`src/rtl/cic_decim_pkg.sv`:
```
// Shared types and elaboration-time helpers for the CIC decimator.
package cic_decim_pkg;

  // Bit positions within out_error.
  typedef enum logic [0:0] {
    ErrUpstream = 1'b0,
    ErrSequence = 1'b1
  } cic_err_bit_e;

  // ceil(log2((rate*m)**n)); the product can exceed 64 bits at the top of the parameter range.
  function automatic int unsigned cic_growth(int unsigned rate, int unsigned m, int unsigned n);
    logic [127:0] prod;
    int unsigned  g;
    prod = 128'd1;
    for (int unsigned i = 0; i < n; i++) prod = prod * 128'(rate * m);
    g = 0;
    while ((128'd1 << g) < prod) g++;
    return g;
  endfunction

  function automatic int unsigned cic_ch_w(int unsigned channels);
    return (channels > 1) ? $clog2(channels) : 1;
  endfunction

  localparam int unsigned DefW    = 16 + cic_growth(125, 1, 4);
  localparam int unsigned DefChW  = cic_ch_w(2);

endpackage

```
`src/rtl/cic_decim_if.sv`:
```
// Avalon-ST sink and source bundle of the CIC decimator.
interface cic_decim_if #(
  parameter int unsigned IN_W  = 16,
  parameter int unsigned OUT_W = 16,
  parameter int unsigned CH_W  = 1
) ();
  logic [IN_W-1:0]  in_data;
  logic [CH_W-1:0]  in_channel;
  logic             in_valid;
  logic             in_ready;
  logic [1:0]       in_error;
  logic             in_startofpacket;
  logic             in_endofpacket;
  logic [OUT_W-1:0] out_data;
  logic [CH_W-1:0]  out_channel;
  logic             out_valid;
  logic             out_ready;
  logic [1:0]       out_error;
  logic             out_startofpacket;
  logic             out_endofpacket;

  modport slave (
    input  in_data, in_channel, in_valid, in_error, in_startofpacket, in_endofpacket, out_ready,
    output in_ready, out_data, out_channel, out_valid, out_error, out_startofpacket,
           out_endofpacket
  );

  modport master (
    output in_data, in_channel, in_valid, in_error, in_startofpacket, in_endofpacket, out_ready,
    input  in_ready, out_data, out_channel, out_valid, out_error, out_startofpacket,
           out_endofpacket
  );
endinterface

```
`src/rtl/cic_comb_chain.sv`:
```
// Comb section over one channel's delay slice: y = x - x[n-M] per stage, plus the shifted delays.
module cic_comb_chain #(
  parameter int unsigned W          = 44,
  parameter int unsigned STAGES     = 4,
  parameter int unsigned DIFF_DELAY = 1
) (
  input  logic [W-1:0] x,
  input  logic [W-1:0] dly      [STAGES*DIFF_DELAY],
  output logic [W-1:0] y,
  output logic [W-1:0] dly_next [STAGES*DIFF_DELAY]
);
  always_comb begin
    logic [W-1:0] stage_in;
    stage_in = x;
    for (int s = 0; s < STAGES; s++) begin
      dly_next[s*DIFF_DELAY] = stage_in;
      for (int j = 1; j < DIFF_DELAY; j++) dly_next[s*DIFF_DELAY+j] = dly[s*DIFF_DELAY+j-1];
      stage_in = stage_in - dly[s*DIFF_DELAY+DIFF_DELAY-1];
    end
    y = stage_in;
  end
endmodule

```
`src/rtl/cic_decim.sv`:
```
// Multi-channel CIC decimator with Avalon-ST ports and backpressure.
// Define CIC_DECIM_ROUND_EN for round-half-up with saturation instead of truncation.
module cic_decim
  import cic_decim_pkg::*;
#(
  parameter int unsigned IN_W       = 16,
  parameter int unsigned OUT_W      = 16,
  parameter int unsigned STAGES     = 4,
  parameter int unsigned RATE       = 125,
  parameter int unsigned DIFF_DELAY = 1,
  parameter int unsigned CHANNELS   = 2
) (
  input logic        clk,
  input logic        reset_n,
  cic_decim_if.slave bus
);
  localparam int unsigned W     = IN_W + cic_growth(RATE, DIFF_DELAY, STAGES);
  localparam int unsigned CH_W  = cic_ch_w(CHANNELS);
  localparam int unsigned PH_W  = $clog2(RATE);
  localparam int unsigned DLY_N = STAGES * DIFF_DELAY;

  logic [W-1:0]     integ_q [CHANNELS][STAGES];
  logic [W-1:0]     dly_q   [CHANNELS][DLY_N];
  logic [PH_W-1:0]  phase_q [CHANNELS];
  logic [1:0]       err_q   [CHANNELS];
  logic [CH_W-1:0]  exp_ch_q;
  logic             out_valid_q, out_sop_q, out_eop_q;
  logic [OUT_W-1:0] out_data_q;
  logic [CH_W-1:0]  out_channel_q;
  logic [1:0]       out_error_q;

  logic             accept, seq_ok, beat, dump;
  logic [CH_W-1:0]  ch;
  logic [W-1:0]     integ_new [STAGES];
  logic [W-1:0]     dly_sel   [DLY_N];
  logic [W-1:0]     dly_new   [DLY_N];
  logic [W-1:0]     comb_res;
  logic [OUT_W-1:0] out_slice;
  logic             unused_eop;

  assign unused_eop   = bus.in_endofpacket;
  assign bus.in_ready = !out_valid_q || bus.out_ready;
  assign accept       = bus.in_valid && bus.in_ready;
  // SOP resynchronises the stream onto channel 0 regardless of in_channel.
  assign ch           = bus.in_startofpacket ? '0 : bus.in_channel;
  assign seq_ok       = bus.in_startofpacket || (bus.in_channel == exp_ch_q);
  assign beat         = accept && seq_ok;
  assign dump         = beat && (phase_q[ch] == PH_W'(RATE - 1));

  always_comb begin
    integ_new[0] = integ_q[ch][0] + {{(W-IN_W){bus.in_data[IN_W-1]}}, bus.in_data};
    for (int k = 1; k < STAGES; k++) integ_new[k] = integ_q[ch][k] + integ_new[k-1];
    for (int i = 0; i < DLY_N; i++) dly_sel[i] = dly_q[ch][i];
  end

  cic_comb_chain #(
    .W          (W),
    .STAGES     (STAGES),
    .DIFF_DELAY (DIFF_DELAY)
  ) u_comb (
    .x        (integ_new[STAGES-1]),
    .dly      (dly_sel),
    .y        (comb_res),
    .dly_next (dly_new)
  );

`ifdef CIC_DECIM_ROUND_EN
  localparam int unsigned WP = W + 1;
  localparam logic [W:0] Half = WP'(1) << (W - OUT_W - 1);
  logic [W:0]         rounded;
  logic [W-OUT_W-1:0] unused_round;
  assign rounded      = {comb_res[W-1], comb_res} + Half;
  assign unused_round = rounded[W-OUT_W-1:0];
  // A positive half-LSB can only overflow upward.
  assign out_slice    = (rounded[W] != rounded[W-1]) ? {1'b0, {(OUT_W-1){1'b1}}}
                                                     : rounded[W-1 -: OUT_W];
`else
  logic [W-OUT_W-1:0] unused_lsb;
  assign unused_lsb = comb_res[W-OUT_W-1:0];
  assign out_slice  = comb_res[W-1 -: OUT_W];
`endif

  always_ff @(posedge clk or negedge reset_n) begin
    if (!reset_n) begin
      integ_q       <= '{default: '0};
      dly_q         <= '{default: '0};
      phase_q       <= '{default: '0};
      err_q         <= '{default: '0};
      exp_ch_q      <= '0;
      out_valid_q   <= 1'b0;
      out_data_q    <= '0;
      out_channel_q <= '0;
      out_error_q   <= '0;
      out_sop_q     <= 1'b0;
      out_eop_q     <= 1'b0;
    end else begin
      if (beat) begin
        for (int k = 0; k < STAGES; k++) integ_q[ch][k] <= integ_new[k];
        phase_q[ch] <= dump ? '0 : phase_q[ch] + PH_W'(1);
        exp_ch_q    <= (ch == CH_W'(CHANNELS - 1)) ? '0 : ch + CH_W'(1);
        err_q[ch]   <= dump ? 2'b00 : (err_q[ch] | bus.in_error);
      end else if (accept) begin
        err_q[exp_ch_q][ErrSequence] <= 1'b1;
      end
      if (dump) begin
        for (int i = 0; i < DLY_N; i++) dly_q[ch][i] <= dly_new[i];
        out_valid_q   <= 1'b1;
        out_data_q    <= out_slice;
        out_channel_q <= ch;
        out_error_q   <= err_q[ch] | bus.in_error;
        out_sop_q     <= (ch == '0);
        out_eop_q     <= (ch == CH_W'(CHANNELS - 1));
      end else if (bus.out_ready) begin
        out_valid_q <= 1'b0;
      end
    end
  end

  assign bus.out_valid         = out_valid_q;
  assign bus.out_data          = out_data_q;
  assign bus.out_channel       = out_channel_q;
  assign bus.out_error         = out_error_q;
  assign bus.out_startofpacket = out_sop_q;
  assign bus.out_endofpacket   = out_eop_q;
endmodule

```
`src/flat_wrapper.sv`:
```
// flat-port wrapper written by rule: the top's interface ports become plain ports
module cic_decim_flat import cic_decim_pkg::*;
#(
  parameter int unsigned IN_W       = 16,
  parameter int unsigned OUT_W      = 16,
  parameter int unsigned STAGES     = 4,
  parameter int unsigned RATE       = 125,
  parameter int unsigned DIFF_DELAY = 1,
  parameter int unsigned CHANNELS   = 2
)
  (clk, reset_n, bus_in_data, bus_in_channel, bus_in_valid, bus_in_error, bus_in_startofpacket, bus_in_endofpacket, bus_out_ready, bus_in_ready, bus_out_data, bus_out_channel, bus_out_valid, bus_out_error, bus_out_startofpacket, bus_out_endofpacket);
  cic_decim_if #(.IN_W(IN_W), .OUT_W(OUT_W), .CH_W((1))) bus_i ();
  input logic clk;
  input logic reset_n;
  input wire logic [$bits(bus_i.in_data)-1:0] bus_in_data;
  input wire logic [$bits(bus_i.in_channel)-1:0] bus_in_channel;
  input wire logic [$bits(bus_i.in_valid)-1:0] bus_in_valid;
  input wire logic [$bits(bus_i.in_error)-1:0] bus_in_error;
  input wire logic [$bits(bus_i.in_startofpacket)-1:0] bus_in_startofpacket;
  input wire logic [$bits(bus_i.in_endofpacket)-1:0] bus_in_endofpacket;
  input wire logic [$bits(bus_i.out_ready)-1:0] bus_out_ready;
  output wire logic [$bits(bus_i.in_ready)-1:0] bus_in_ready;
  output wire logic [$bits(bus_i.out_data)-1:0] bus_out_data;
  output wire logic [$bits(bus_i.out_channel)-1:0] bus_out_channel;
  output wire logic [$bits(bus_i.out_valid)-1:0] bus_out_valid;
  output wire logic [$bits(bus_i.out_error)-1:0] bus_out_error;
  output wire logic [$bits(bus_i.out_startofpacket)-1:0] bus_out_startofpacket;
  output wire logic [$bits(bus_i.out_endofpacket)-1:0] bus_out_endofpacket;
  assign bus_i.in_data = bus_in_data;
  assign bus_i.in_channel = bus_in_channel;
  assign bus_i.in_valid = bus_in_valid;
  assign bus_i.in_error = bus_in_error;
  assign bus_i.in_startofpacket = bus_in_startofpacket;
  assign bus_i.in_endofpacket = bus_in_endofpacket;
  assign bus_i.out_ready = bus_out_ready;
  assign bus_in_ready = bus_i.in_ready;
  assign bus_out_data = bus_i.out_data;
  assign bus_out_channel = bus_i.out_channel;
  assign bus_out_valid = bus_i.out_valid;
  assign bus_out_error = bus_i.out_error;
  assign bus_out_startofpacket = bus_i.out_startofpacket;
  assign bus_out_endofpacket = bus_i.out_endofpacket;
  cic_decim #(.IN_W(IN_W), .OUT_W(OUT_W), .STAGES(STAGES), .RATE(RATE), .DIFF_DELAY(DIFF_DELAY), .CHANNELS(CHANNELS)) u_core (.clk(clk), .reset_n(reset_n), .bus(bus_i));
endmodule
```
`config.mk`:
```
export PLATFORM = sky130hd
export DESIGN_NAME = cic_decim_flat
export DESIGN_NICKNAME = d
export VERILOG_FILES = /design/src/rtl/cic_decim_pkg.sv /design/src/rtl/cic_decim_if.sv /design/src/rtl/cic_comb_chain.sv /design/src/rtl/cic_decim.sv /design/src/flat_wrapper.sv
export SDC_FILE = /design/constraint.sdc
export NUM_CORES = 2
export LEC_CHECK = 0
export CAP_MARGIN = 20
export CORE_MARGIN = 10
export CORE_UTILIZATION = 60
export DETAILED_ROUTE_END_ITERATION = 10
export PLACE_DENSITY = 0.76
export REMOVE_ABC_BUFFERS = 1
export SYNTH_ARGS = -nofsm -noshare
export SYNTH_HDL_FRONTEND = slang
export SYNTH_HIERARCHICAL = 1
export SYNTH_SLANG_ARGS = --single-unit
```
`constraint.sdc`:
```
create_clock -name clk -period 24.1 [get_ports clk]
set_input_delay 4.82 -clock clk [delete_from_list [all_inputs] [get_ports clk]]
set_output_delay 4.82 -clock clk [all_outputs]
set_load 0.03 [all_outputs]
```
**Yosys cells after proc, flatten, opt, wreduce, memory -nomap -nowiden**

Cells that the tools add are included.

- Register bits: 744
- Input port bits: 25
- Output and inout bits: 23
- Word-level logic and storage cells: 101

- Add/subtract/negate cells: 10
- Magnitude comparators: 4
- Equality and inequality tests: 2
- Muxes and demuxes: 44
- Bitwise logic cells: 5
- Reductions and logical operators: 10

Operators with widths:

| cell | count |
|---|---|
| $bwmux W352 | 8 |
| $mux W176 | 7 |
| $demux W176 S1 | 4 |
| $add A44 B44 Y44 | 4 |
| $sub A44 B44 Y44 | 4 |
| $mux W132 | 1 |
| $mux W88 | 1 |
| $mux W44 | 1 |
| $mux W7 | 5 |
| $bwmux W14 | 1 |
| $mux W2 | 6 |
| $mux W4 | 2 |
| $add A7 B1 Y7 const B | 1 |
| $demux W7 S1 | 1 |
| $eq A7 B7 Y1 const B | 1 |
| $logic_and A1 B1 Y1 | 5 |
| $bwmux W4 | 1 |
| $demux W2 S1 | 2 |
| $ge A2 B2 Y1 const B | 2 |
| $lt A2 B1 Y1 const B | 2 |
| $mux W1 | 4 |
| $not A1 Y2 | 2 |
| $or A4 B4 Y4 | 1 |
| $reduce_bool A2 Y1 | 2 |
| other kinds (6) | 7 |

**Logic depth before layout (Yosys ltp)**

- Word-level depth: 13
- Depth in mapped cells: 85
- Depth with buffers taken out: 80

**Hierarchy**

The synthesis kept the hierarchy.

By module, submodules not included:

| module | instances | cells each | area an instance (um^2) | seq. area each (um^2) |
|---|---|---|---|---|
| cic_decim | 1 | 4632 | 40732.8 | 18617.9 |
| cic_comb_chain | 1 | 1384 | 9419.0 | 0.0 |

**Worst setup path before layout**

Ideal clock, no wire load.

- Kind: input to register
- Start point: input bus_in_startofpacket
- End point: register u_core.out_data_q[13], in the netlist u_core/bus.out_data[13]
- Setup time: 0.066 ns
- Arrival: 18.932 ns
- Required time: 24.034 ns
- Setup slack: 5.102 ns
- Cell stages on the path: 79
- Buffers on the path: 5
- Cells stage by stage: nand2b_1 clkbuf_1 clkbuf_1 clkbuf_1 clkbuf_1 nand2_1 nand2_1 ha_1 fa_1 a211oi_1 o21bai_1 a21oi_1 o21bai_1 a21oi_1 o21bai_1 a21oi_1 xor2_1 inv_1 [43 not listed] nand2b_1 a21o_1 a221oi_1 o31ai_1 a21o_1 a21oi_1 xnor2_1 ha_1 a21oi_1 o21ai_0 a21o_1 a21oi_1 nor2b_1 a311o_1 a21oi_1 xnor2_1 nand2_1 nand2_1

RTL lines:

| item | line | RTL |
|---|---|---|
| start, declared | flat_wrapper.sv:19 | `input wire logic [$bits(bus_i.in_startofpacket)-1:0] bus_in_startofpacket;` |
| end signal, assigned | cic_decim.sv:108 | `out_data_q <= out_slice;` |
| end, declared | cic_decim.sv:28 | `logic [OUT_W-1:0] out_data_q;` |

==> flow_summary.html <==
<table>
<tr><th>Metric</th><th>Value</th></tr>
<tr><th colspan="2">Outcome</th></tr>
<tr><td>Run status</td><td>completed</td></tr>
<tr><th colspan="2">Critical path</th></tr>
<tr><td>Critical path launch point type</td><td>input pin</td></tr>
<tr><td>Critical-path cell with the highest stage delay</td><td>sky130_fd_sc_hd__o31ai_1</td></tr>
<tr><td>CP Data Required Time</td><td>24.68 ns</td></tr>
<tr><td>Cell occurring most often along the worst timing path</td><td>sky130_fd_sc_hd__a21oi_1</td></tr>
<tr><td>Arrival @ worst endpoint</td><td>roughly 22 ns</td></tr>
<tr><td>Maximum fanout encountered on the critical timing path</td><td>14</td></tr>
<tr><td>Longest individual stage delay on the worst path</td><td>about 0.88 ns</td></tr>
<tr><td>Endpoint type of the worst setup path</td><td>flop</td></tr>
<tr><td>Reg-to-reg setup timing slack</td><td>approximately 7.3 ns</td></tr>
<tr><td>CP Class</td><td>in -&gt; reg</td></tr>
<tr><th colspan="2">Job</th></tr>
<tr><td>Number of max-cap violations</td><td>0</td></tr>
<tr><th colspan="2">Floorplan</th></tr>
<tr><td>Floorplan die area</td><td>between 90000 and 100000 µm²</td></tr>
<tr><td>Area of the core region</td><td>roughly 80000 µm²</td></tr>
<tr><td>Die extent in x</td><td>approximately 300 µm</td></tr>
<tr><td>Starting utilization of the core area</td><td>approximately 60%</td></tr>
<tr><td>IO Count</td><td>48</td></tr>
<tr><td>Die boundary height</td><td>308 µm</td></tr>
<tr><td>Site Rows</td><td>105</td></tr>
<tr><th colspan="2">CTS</th></tr>
<tr><td>Clock net sink count</td><td>about 740</td></tr>
<tr><td>Clock tree from TritonCTS</td><td>built</td></tr>
<tr><td>Post-CTS setup buffer count</td><td>0</td></tr>
<tr><td>Count of cells resized by post-cts repair</td><td>0</td></tr>
<tr><td>H-tree levels</td><td>3</td></tr>
<tr><td>Number of hold buffers added after CTS</td><td>0</td></tr>
<tr><td>Clock-pin transition on the worst setup and hold timing paths</td><td>around 0.06 ns</td></tr>
<tr><td>Clock root buffer master</td><td>sky130_fd_sc_hd__clkbuf_16</td></tr>
<tr><td>CTS buffer count</td><td>84</td></tr>
<tr><td>Clock latency at the later pin of the worst-skew pair</td><td>around 0.64 ns</td></tr>
<tr><td>Worst-case clock buffer depth</td><td>3</td></tr>
<tr><th colspan="2">Hold path</th></tr>
<tr><td>Class of the worst hold path</td><td>reg -&gt; reg</td></tr>
<tr><th colspan="2">Layout</th></tr>
<tr><td>Antenna cells</td><td>0</td></tr>
<tr><td>Final #Nets</td><td>6222</td></tr>
<tr><td>Number of filler instances in the final layout</td><td>approximately 6900</td></tr>
<tr><td>Final cell area excluding filler cells</td><td>about 53000 µm²</td></tr>
<tr><td>Area growth from synthesis to layout</td><td>7.68%</td></tr>
<tr><td>Proportion of layout cells with a drive suffix above 1</td><td>around 10%</td></tr>
<tr><th colspan="2">STA</th></tr>
<tr><td>Final hold violations</td><td>0</td></tr>
<tr><td>Setup-failing EPs final</td><td>0</td></tr>
<tr><td>Number of max-slew violations in the final report</td><td>0</td></tr>
<tr><td>Highest clock frequency the design can meet</td><td>between 40 and 50 MHz</td></tr>
<tr><td>Share of the clock period used by the worst path after layout</td><td>89.6%</td></tr>
<tr><td>Minimum clock period after layout</td><td>~22 ns</td></tr>
<tr><td>Final clock skew</td><td>between 0.02 and 0.03 ns</td></tr>
<tr><td>RSZ-0062 raised after global routing</td><td>no</td></tr>
<tr><td>Slew at the pin with the worst max-slew slack</td><td>~1.3 ns</td></tr>
<tr><td>Total negative setup slack</td><td>0 ns</td></tr>
<tr><td>Max-slew headroom at the worst pin</td><td>around an eighth</td></tr>
<tr><th colspan="2">Synth</th></tr>
<tr><td>Post-synthesis cell count</td><td>approximately 6000</td></tr>
<tr><td>Number of warnings issued by yosys</td><td>6</td></tr>
<tr><td>Average cell area after synthesis</td><td>8.36 µm²</td></tr>
<tr><td>Combined area of all synthesized cells</td><td>49700 µm²</td></tr>
<tr><th colspan="2">Routing</th></tr>
<tr><td>DRC viols</td><td>0</td></tr>
<tr><td>Number of vias after detailed routing</td><td>38900</td></tr>
<tr><td>Vias per cell</td><td>between 5 and 6</td></tr>
<tr><td>Pre-Repair DR Iteration Count</td><td>6</td></tr>
<tr><td>Routed wirelength normalized by instance count</td><td>15.3 µm</td></tr>
<tr><td>Remaining antenna violation count</td><td>0</td></tr>
<tr><td>Detailed-route wire length</td><td>106000 µm</td></tr>
<tr><td>Drt first-iter violations</td><td>2265</td></tr>
<tr><th colspan="2">Place</th></tr>
<tr><td>Placed Instance Area</td><td>50700 µm²</td></tr>
<tr><td>HPWL after detailed placement</td><td>around 72000 µm</td></tr>
<tr><td>IO buf count</td><td>46</td></tr>
<tr><td>Final weighted congestion in routability-driven placement</td><td>between 0.8 and 0.9</td></tr>
<tr><th colspan="2">Global route</th></tr>
<tr><td>Via count of the first global-routing pass</td><td>between 30000 and 40000</td></tr>
<tr><td>Antenna violations before repair</td><td>0</td></tr>
<tr><td>GRT Residual Overflow</td><td>0</td></tr>
<tr><td>Wire length of the first global-routing pass</td><td>184000 µm</td></tr>
<tr><td>Largest net degree at the start of global routing</td><td>roughly 280</td></tr>
<tr><td>GRT Resource Usage Total</td><td>a little under a quarter</td></tr>
</table>
-- layout make-up --
| cell class | count | area [µm²] | area share (%) |
|---|---|---|---|
| multi-input combinational | 4484 | 28300 | 52.8 |
| timing repair buffer | 87 | 868 | 1.62 |
| clock buffer | 126 | 2490 | 4.66 |
| inverter | 444 | 1670 | 3.12 |
| clock inverter | 20 | 241 | 0.452 |
| tap | 1070 | 1340 | 2.50 |
| sequential | 744 | 18600 | 34.8 |
-- layout by cell type (no fill, tap or decap), drive strengths merged, types with 14 or more instances in the layout --
master,n
a21o,187
nand4,27
a211o,17
xor2,101
o21a,53
and3,31
a31oi,28
buf,42
dfrtp,744
clkdlybuf4s50,45
nor3,43
nor2,173
o21ai,502
nand2,1630
or3,18
xnor2,181
ha,344
a21oi,321
a211oi,25
clkbuf,126
clkinv,14
nand2b,46
nor2b,61
mux2,355
nand3,60
o31ai,26
mux2i,17
inv,446
o21bai,48
-- path summary, 6_finish.rpt --
kind,start,endpoint,cells past startpoint
worst max-delay path,bus_in_startofpacket,u_core/bus.out_data[14],79
worst min-delay path,u_core/integ_q[79],u_core/integ_q[79],2
worst max register to register,u_core/integ_q[308],u_core/bus.out_data[14],77
worst min register to register,u_core/integ_q[79],u_core/integ_q[79],2
max in group asynchronous,reset_n,u_core/integ_q[246],4
min in group asynchronous,reset_n,u_core/integ_q[136],1
-- critical path, delay by kind of cell --
| family | cells | cell delay (ns) |
|---|---|---|
| XOR/XNOR | 7 | 1.49 |
| adder cells (fa/ha/maj) | 9 | 3.29 |
| buffers and inverters | 6 | 1.04 |
| AND/OR/NAND/NOR | 26 | 4.08 |
| AO/OA/AOI/OAI | 31 | 7.33 |
-- flip-flops by register name, summed over array words and instances (netlist names) --
name	flops
u_core/bus.out_data	16
u_core/bus.out_channel	1
u_core/phase_q	14
u_core/bus.out_error	2
u_core/bus.out_startofpacket	1
u_core/bus.out_valid	1
u_core/exp_ch_q	1
u_core/dly_q	352
u_core/err_q	4
u_core/integ_q	352
-- layer usage --
layer / global-route usage, % / routed length (µm) / up-vias
met1: 29.7 / 50100 / 18400
li1: - / - / 19800
met2: 39.0 / 50600 / 551
met3: 2.60 / 3190 / 174
met5: 0 / 0 / -
met4: 5.91 / 2500 / 0
-- stage by stage --
step                      hold slack, ns  std cells  utilization (%)  setup WS [ns]
final                              0.474       6975             65.1           2.52
after detailed placement           0.462       6828             61.8           2.24
after global placement             0.457       6828             61.8           2.62
after CTS                          0.476       6974             65.1           2.75
after global routing               0.487       6975             65.1           1.07
after floorplan                    0.443       5672                -         -20.15
Power is left out: the tool's default activity adds up to more than one toggle a clock period on the data nets, which glitch-free logic cannot reach.
